File: src/rtl/button_conditioner_if.sv
// Panel button bundle: raw active-low buttons in, conditioned commands and levels out.
interface button_conditioner_if;
  logic       add_n;
  logic       deduct_n;
  logic       switch_n;
  logic       add_pulse;
  logic       deduct_pulse;
  logic       mode;
  logic [2:0] pressed;

  modport master (
    output add_n, deduct_n, switch_n,
    input  add_pulse, deduct_pulse, mode, pressed
  );

  modport slave (
    input  add_n, deduct_n, switch_n,
    output add_pulse, deduct_pulse, mode, pressed
  );
endinterface

File: src/rtl/button_conditioner.sv
// Synchronises, debounces and auto-repeats the minute-counter panel buttons,
// producing one-cycle add/deduct commands and a toggling mode level.
module button_conditioner #(
  parameter int unsigned DEBOUNCE_CYCLES = 1000000,
  parameter int unsigned REPEAT_DELAY    = 25000000,
  parameter int unsigned REPEAT_PERIOD   = 5000000
) (
  input logic                 clk,
  input logic                 reset,
  button_conditioner_if.slave btn
);

  typedef enum logic [1:0] {
    IDLE,
    DELAY,
    REPEAT
  } repeatState_e;

  localparam logic [31:0] DbLimit = 32'(DEBOUNCE_CYCLES);
  localparam logic [31:0] RdLoad  = 32'(REPEAT_DELAY - 1);
  localparam logic [31:0] RpLoad  = 32'(REPEAT_PERIOD - 1);

  // Channel order everywhere: [0]=add, [1]=deduct, [2]=switch.
  logic [2:0]   rawAct;
  logic [2:0]   sync1_q, sync2_q;
  logic [2:0]   clean_q, clean_d;
  logic [31:0]  dbCnt_q [3];
  logic [31:0]  dbCnt_d [3];

  repeatState_e state_q [2];
  repeatState_e state_d [2];
  logic [31:0]  rptCnt_q [2];
  logic [31:0]  rptCnt_d [2];
  logic [1:0]   fire;

  logic addPulse_q, addPulse_d;
  logic deductPulse_q, deductPulse_d;
  logic mode_q, mode_d;

  assign rawAct = ~{btn.switch_n, btn.deduct_n, btn.add_n};

  always_ff @(posedge clk or posedge reset) begin
    if (reset) begin
      sync1_q <= '0;
      sync2_q <= '0;
    end else begin
      sync1_q <= rawAct;
      sync2_q <= sync1_q;
    end
  end

  // The counter runs only while the synchronised input disagrees with the clean level.
  always_comb begin
    clean_d = clean_q;
    for (int i = 0; i < 3; i++) begin
      dbCnt_d[i] = '0;
      if (sync2_q[i] != clean_q[i]) begin
        if (dbCnt_q[i] == DbLimit) begin
          clean_d[i] = ~clean_q[i];
        end else begin
          dbCnt_d[i] = dbCnt_q[i] + 32'd1;
        end
      end
    end
  end

  always_ff @(posedge clk or posedge reset) begin
    if (reset) begin
      clean_q <= '0;
      for (int i = 0; i < 3; i++) begin
        dbCnt_q[i] <= '0;
      end
    end else begin
      clean_q <= clean_d;
      for (int i = 0; i < 3; i++) begin
        dbCnt_q[i] <= dbCnt_d[i];
      end
    end
  end

  // Repeat FSMs look at the next clean level so the first pulse lands on the same edge as pressed.
  always_comb begin
    fire = '0;
    for (int i = 0; i < 2; i++) begin
      state_d[i]  = state_q[i];
      rptCnt_d[i] = rptCnt_q[i];
      if (!clean_d[i]) begin
        state_d[i]  = IDLE;
        rptCnt_d[i] = '0;
      end else begin
        case (state_q[i])
          IDLE: begin
            fire[i]     = 1'b1;
            state_d[i]  = DELAY;
            rptCnt_d[i] = RdLoad;
          end
          DELAY: begin
            if (rptCnt_q[i] == '0) begin
              fire[i]     = 1'b1;
              state_d[i]  = REPEAT;
              rptCnt_d[i] = RpLoad;
            end else begin
              rptCnt_d[i] = rptCnt_q[i] - 32'd1;
            end
          end
          REPEAT: begin
            if (rptCnt_q[i] == '0) begin
              fire[i]     = 1'b1;
              rptCnt_d[i] = RpLoad;
            end else begin
              rptCnt_d[i] = rptCnt_q[i] - 32'd1;
            end
          end
          default: begin
            state_d[i]  = IDLE;
            rptCnt_d[i] = '0;
          end
        endcase
      end
    end
  end

  always_ff @(posedge clk or posedge reset) begin
    if (reset) begin
      for (int i = 0; i < 2; i++) begin
        state_q[i]  <= IDLE;
        rptCnt_q[i] <= '0;
      end
    end else begin
      for (int i = 0; i < 2; i++) begin
        state_q[i]  <= state_d[i];
        rptCnt_q[i] <= rptCnt_d[i];
      end
    end
  end

  // Simultaneous add/deduct cancel each other, and a held mode button masks both.
  always_comb begin
    addPulse_d    = fire[0] & ~fire[1] & ~clean_d[2];
    deductPulse_d = fire[1] & ~fire[0] & ~clean_d[2];
    mode_d        = mode_q ^ (clean_d[2] & ~clean_q[2]);
  end

  always_ff @(posedge clk or posedge reset) begin
    if (reset) begin
      addPulse_q    <= 1'b0;
      deductPulse_q <= 1'b0;
      mode_q        <= 1'b0;
    end else begin
      addPulse_q    <= addPulse_d;
      deductPulse_q <= deductPulse_d;
      mode_q        <= mode_d;
    end
  end

  assign btn.add_pulse    = addPulse_q;
  assign btn.deduct_pulse = deductPulse_q;
  assign btn.mode         = mode_q;
  assign btn.pressed      = clean_q;

endmodule
File: src/flat_wrapper.sv
// flat-port wrapper written by rule: the top's interface ports become plain ports
module button_conditioner_flat 
#(
  parameter int unsigned DEBOUNCE_CYCLES = 1000000,
  parameter int unsigned REPEAT_DELAY    = 25000000,
  parameter int unsigned REPEAT_PERIOD   = 5000000
)
  (clk, reset, btn_add_n, btn_deduct_n, btn_switch_n, btn_add_pulse, btn_deduct_pulse, btn_mode, btn_pressed);
  button_conditioner_if btn_i ();
  input logic clk;
  input logic reset;
  input wire logic [$bits(btn_i.add_n)-1:0] btn_add_n;
  input wire logic [$bits(btn_i.deduct_n)-1:0] btn_deduct_n;
  input wire logic [$bits(btn_i.switch_n)-1:0] btn_switch_n;
  output wire logic [$bits(btn_i.add_pulse)-1:0] btn_add_pulse;
  output wire logic [$bits(btn_i.deduct_pulse)-1:0] btn_deduct_pulse;
  output wire logic [$bits(btn_i.mode)-1:0] btn_mode;
  output wire logic [$bits(btn_i.pressed)-1:0] btn_pressed;
  assign btn_i.add_n = btn_add_n;
  assign btn_i.deduct_n = btn_deduct_n;
  assign btn_i.switch_n = btn_switch_n;
  assign btn_add_pulse = btn_i.add_pulse;
  assign btn_deduct_pulse = btn_i.deduct_pulse;
  assign btn_mode = btn_i.mode;
  assign btn_pressed = btn_i.pressed;
  button_conditioner #(.DEBOUNCE_CYCLES(DEBOUNCE_CYCLES), .REPEAT_DELAY(REPEAT_DELAY), .REPEAT_PERIOD(REPEAT_PERIOD)) u_core (.clk(clk), .reset(reset), .btn(btn_i));
endmodule
File: config.mk
export PLATFORM = sky130hd
export DESIGN_NAME = button_conditioner_flat
export DESIGN_NICKNAME = d
export VERILOG_FILES = /design/src/rtl/button_conditioner_if.sv /design/src/rtl/button_conditioner.sv /design/src/flat_wrapper.sv
export SDC_FILE = /design/constraint.sdc
export NUM_CORES = 1
export LEC_CHECK = 0
export ABC_AREA = 1
export CORE_MARGIN = 2
export CORE_UTILIZATION = 29
export CTS_CLUSTER_SIZE = 16
export DETAILED_ROUTE_END_ITERATION = 12
export SLEW_MARGIN = 30
export SYNTH_ARGS = -nofsm -noshare
export SYNTH_HDL_FRONTEND = slang
export SYNTH_SLANG_ARGS = --single-unit
File: constraint.sdc
create_clock -name clk -period 15.9 [get_ports clk]
set_clock_uncertainty 0.2 [all_clocks]
set_input_delay 3.18 -clock clk [delete_from_list [all_inputs] [get_ports clk]]
set_output_delay 3.18 -clock clk [all_outputs]
set_load 0.005 [all_outputs]
==> impl_metrics.ini <==
[worst_setup_path]
r2r-start = u_core.state_q[0]
cp_cell_sequence = clkdlybuf4s50_1 > inv_8 > buf_4
worstSetupEndpointType = async pin
reg2reg_to = u_core.rptCnt_q[12]
critPathArrivalTime_ns = 5.10
path_buf_inv = 3
worst_path_max_delay_cell = buf_4
startpoint = reset
critPathTopFamily = buffers and inverters
r2r_cells = 6
slowest_delay_ns = 0.70
required_ns = 16.19
crit_path_max_fanout = 121
start_kind = input port
rrSetupSlack_ns = 13.35
worst-setup-path-type = input port to async pin

[drt]
wl_per_cell_um = 12.51
via_per_inst = 4.594
route.detailed.drc = 0
drt_iter0_drc = 554
ant_nets = 0
vias = 8495
wirelength_mm = 23.13
drtPass1Iterations = 5

[floorplanning]
die-area_um2 = 36610
die_h_um = 191.3
coreArea_um2 = 34540
ioPinCount = 11
initial_core_util_pct = 29.47
core.rowCount = 68
dieWidth_um = 191.3

[global_routing]
first_global_vias = 8238
grt_pass1_wl_mm = 40.17
antenna_found_initial = 0
grt_max_degree = 122
overflow = 0
grt_use_total_pct = 13.45

[synthesis]
ys_types = 40
ys_top_cells_by_area = dfrtp_1 43%, nor2_1 12%, nand2_1 9.9%, xor2_1 6.7%, inv_1 5.8%
ys_ff_latch = 176
yosysWarnings = 0
yosysSeqAreaShare_pct = 43.27
syn_inst = 1364
syn_area_um2 = 10180
syn_nets = 1389
synth.avg_cell_area_um2 = 7.462
synth_edf_count = 0
async_reset_ff_share_pct = 100.0
synth-main-ff-cell = dfrtp_1
synth_top_area_cell = dfrtp_1
yosys.area.top_type_share_pct = 43.27

[worst_hold_path]
min_from = u_core.sync1_q[1]
hold_path_depth = 0
hold_path_end = u_core.sync2_q[1]
hold_path.class = flop to flop

[placed_design]
post_dp_cell_area_um2 = 10780
place_congestion = 0.9299
port_buffers = 10
dp_hpwl_mm = 16.92
dpl_worst_slack_ns = 10.54

[timing]
hold_viol = 0
drv_slew = 0
finalSetupViolations = 0
timing.final.ws_setup_ns = 11.09
grt_setup_unrepaired = false
fin_setup_tns_ns = 0
period_needed_ns = 4.807
fmax_mhz = 208.0
post-route-period-util_pct = 30.23
slew_headroom_pct = 43.14
worst_pin_slew_ns = 0.8529

[finish]
design_area_um2 = 11370
antennaDiodeCount = 0
final_cell_mix = 319 x nor2_1, 269 x nand2_1, 176 x dfrtp_1
syn2layout_area_growth_pct = 11.67
fin_nets = 1406
layout_commonest_cell = nor2_1
drive_gt1_share_pct = 4.806

[clocking]
cts_tree = built
post_cts_resized = 0
clk_latency_ns = 0.43
numCtsBuffers = 17
clock_path_buffers = 2
post-cts-setup-buffers = 0
htree_levels = 4
clock_sinks = 176
root_buffer = clkbuf_16
ctsHoldBuffers = 0
path_clk_slew_ns = 0.07

[outcome]
status = finished, final reports clean

[power_and_ir_drop]
power.density_nw_per_um2 = 78.53
power_leakage_nw = 5.585
vdd_ir_drop_max_uv = 74.95

[flow_run]
drv_cap = 0
-- registers in the layout, indices dropped and copies added (netlist names) --
name and flops:
u_core.btn.add_pulse 1, u_core.dbCnt_q 96, u_core.rptCnt_q 64, u_core.btn.mode 1, u_core.btn.deduct_pulse 1, u_core.sync1_q 3, u_core.sync2_q 3, u_core.state_q 4
u_core.btn.pressed 3
-- logic make-up (layout without fill, tap and decap cells) --
logic type                 count (synthesis)  in the layout  synth area share (%)
xor gates and xnor gates                 103            103                 8.863
DFF                                      176            176                 43.27
AOI/OAI and AO/OA                         68             68                 3.589
adders and majority gates                 20             20                 2.459
and+or+nand+nor                          826            826                 35.17
buffers and inverters                    171            201                 6.650
-- worst max path at each step --
stage / endpoint / slack [ns] / depth (start not counted)
CTS: u_core.rptCnt_q[55] / 11.00 / 3
floorplan: u_core.btn.add_pulse / 7.75 / 1
detailed placement: u_core.dbCnt_q[33] / 10.54 / 3
global route: u_core.rptCnt_q[58] / 10.81 / 3
global placement: u_core.dbCnt_q[34] / 10.57 / 3
finish: u_core.rptCnt_q[62] / 11.09 / 3
-- power by group --
part | total (mW) | switching (mW) | internal (mW)
clock network | 0.419 | 0.193 | 0.226
registers | 0.453 | 0.00254 | 0.450
logic | 0.0214 | 0.0170 | 0.00438
total | 0.893 | 0.212 | 0.680
-- final cells by class --
class / count / area [µm²]
fillers: 3642 / 23180
clock buffers: 18 / 439.2
multi-input cells: 1017 / 5097
repair buffers: 11 / 107.6
well taps: 455 / 569.3
inverters: 158 / 600.6
flip-flops and latches: 176 / 4404
clock inverters: 14 / 147.6
-- per-layer routing --
metal  up-vias  GRT usage (%)  part of all wire (%)
li1       4366              -                     -
met2       120          22.20                    47
met1      3991          18.15                    49
met4         0          3.373                   1.1
met5         -              0                     0
met3        18          2.423                   2.6
-- metrics by stage --
step | instances | utilization, % | hold slack, ns | total power, mW
after floorplan | 1364 | - | 0.1312 | 0.4763
after global placement | 1817 | 31.20 | 0.1394 | 0.4835
after detailed placement | 1817 | 31.20 | 0.1404 | 0.4838
after CTS | 1849 | 32.90 | 0.1560 | 0.9026
after global routing | 1849 | 32.90 | 0.1703 | 0.9287
final | 1849 | 32.90 | 0.1540 | 0.8925
-- cell usage after synthesis (4+ instances only) --
library cell / instances
a21oi_1: 24
a31oi_1: 4
and3_1: 4
buf_6: 4
clkbuf_1: 7
dfrtp_1: 176
ha_1: 20
inv_1: 156
nand2_1: 269
nand2_2: 6
nand3_1: 67
nand4_1: 49
nor2_1: 319
nor2_2: 13
nor3_1: 69
nor3b_1: 6
o21ai_0: 32
or2_2: 4
xnor2_1: 25
xor2_1: 78
No activity file was read; power rests on OpenSTA's default activity.
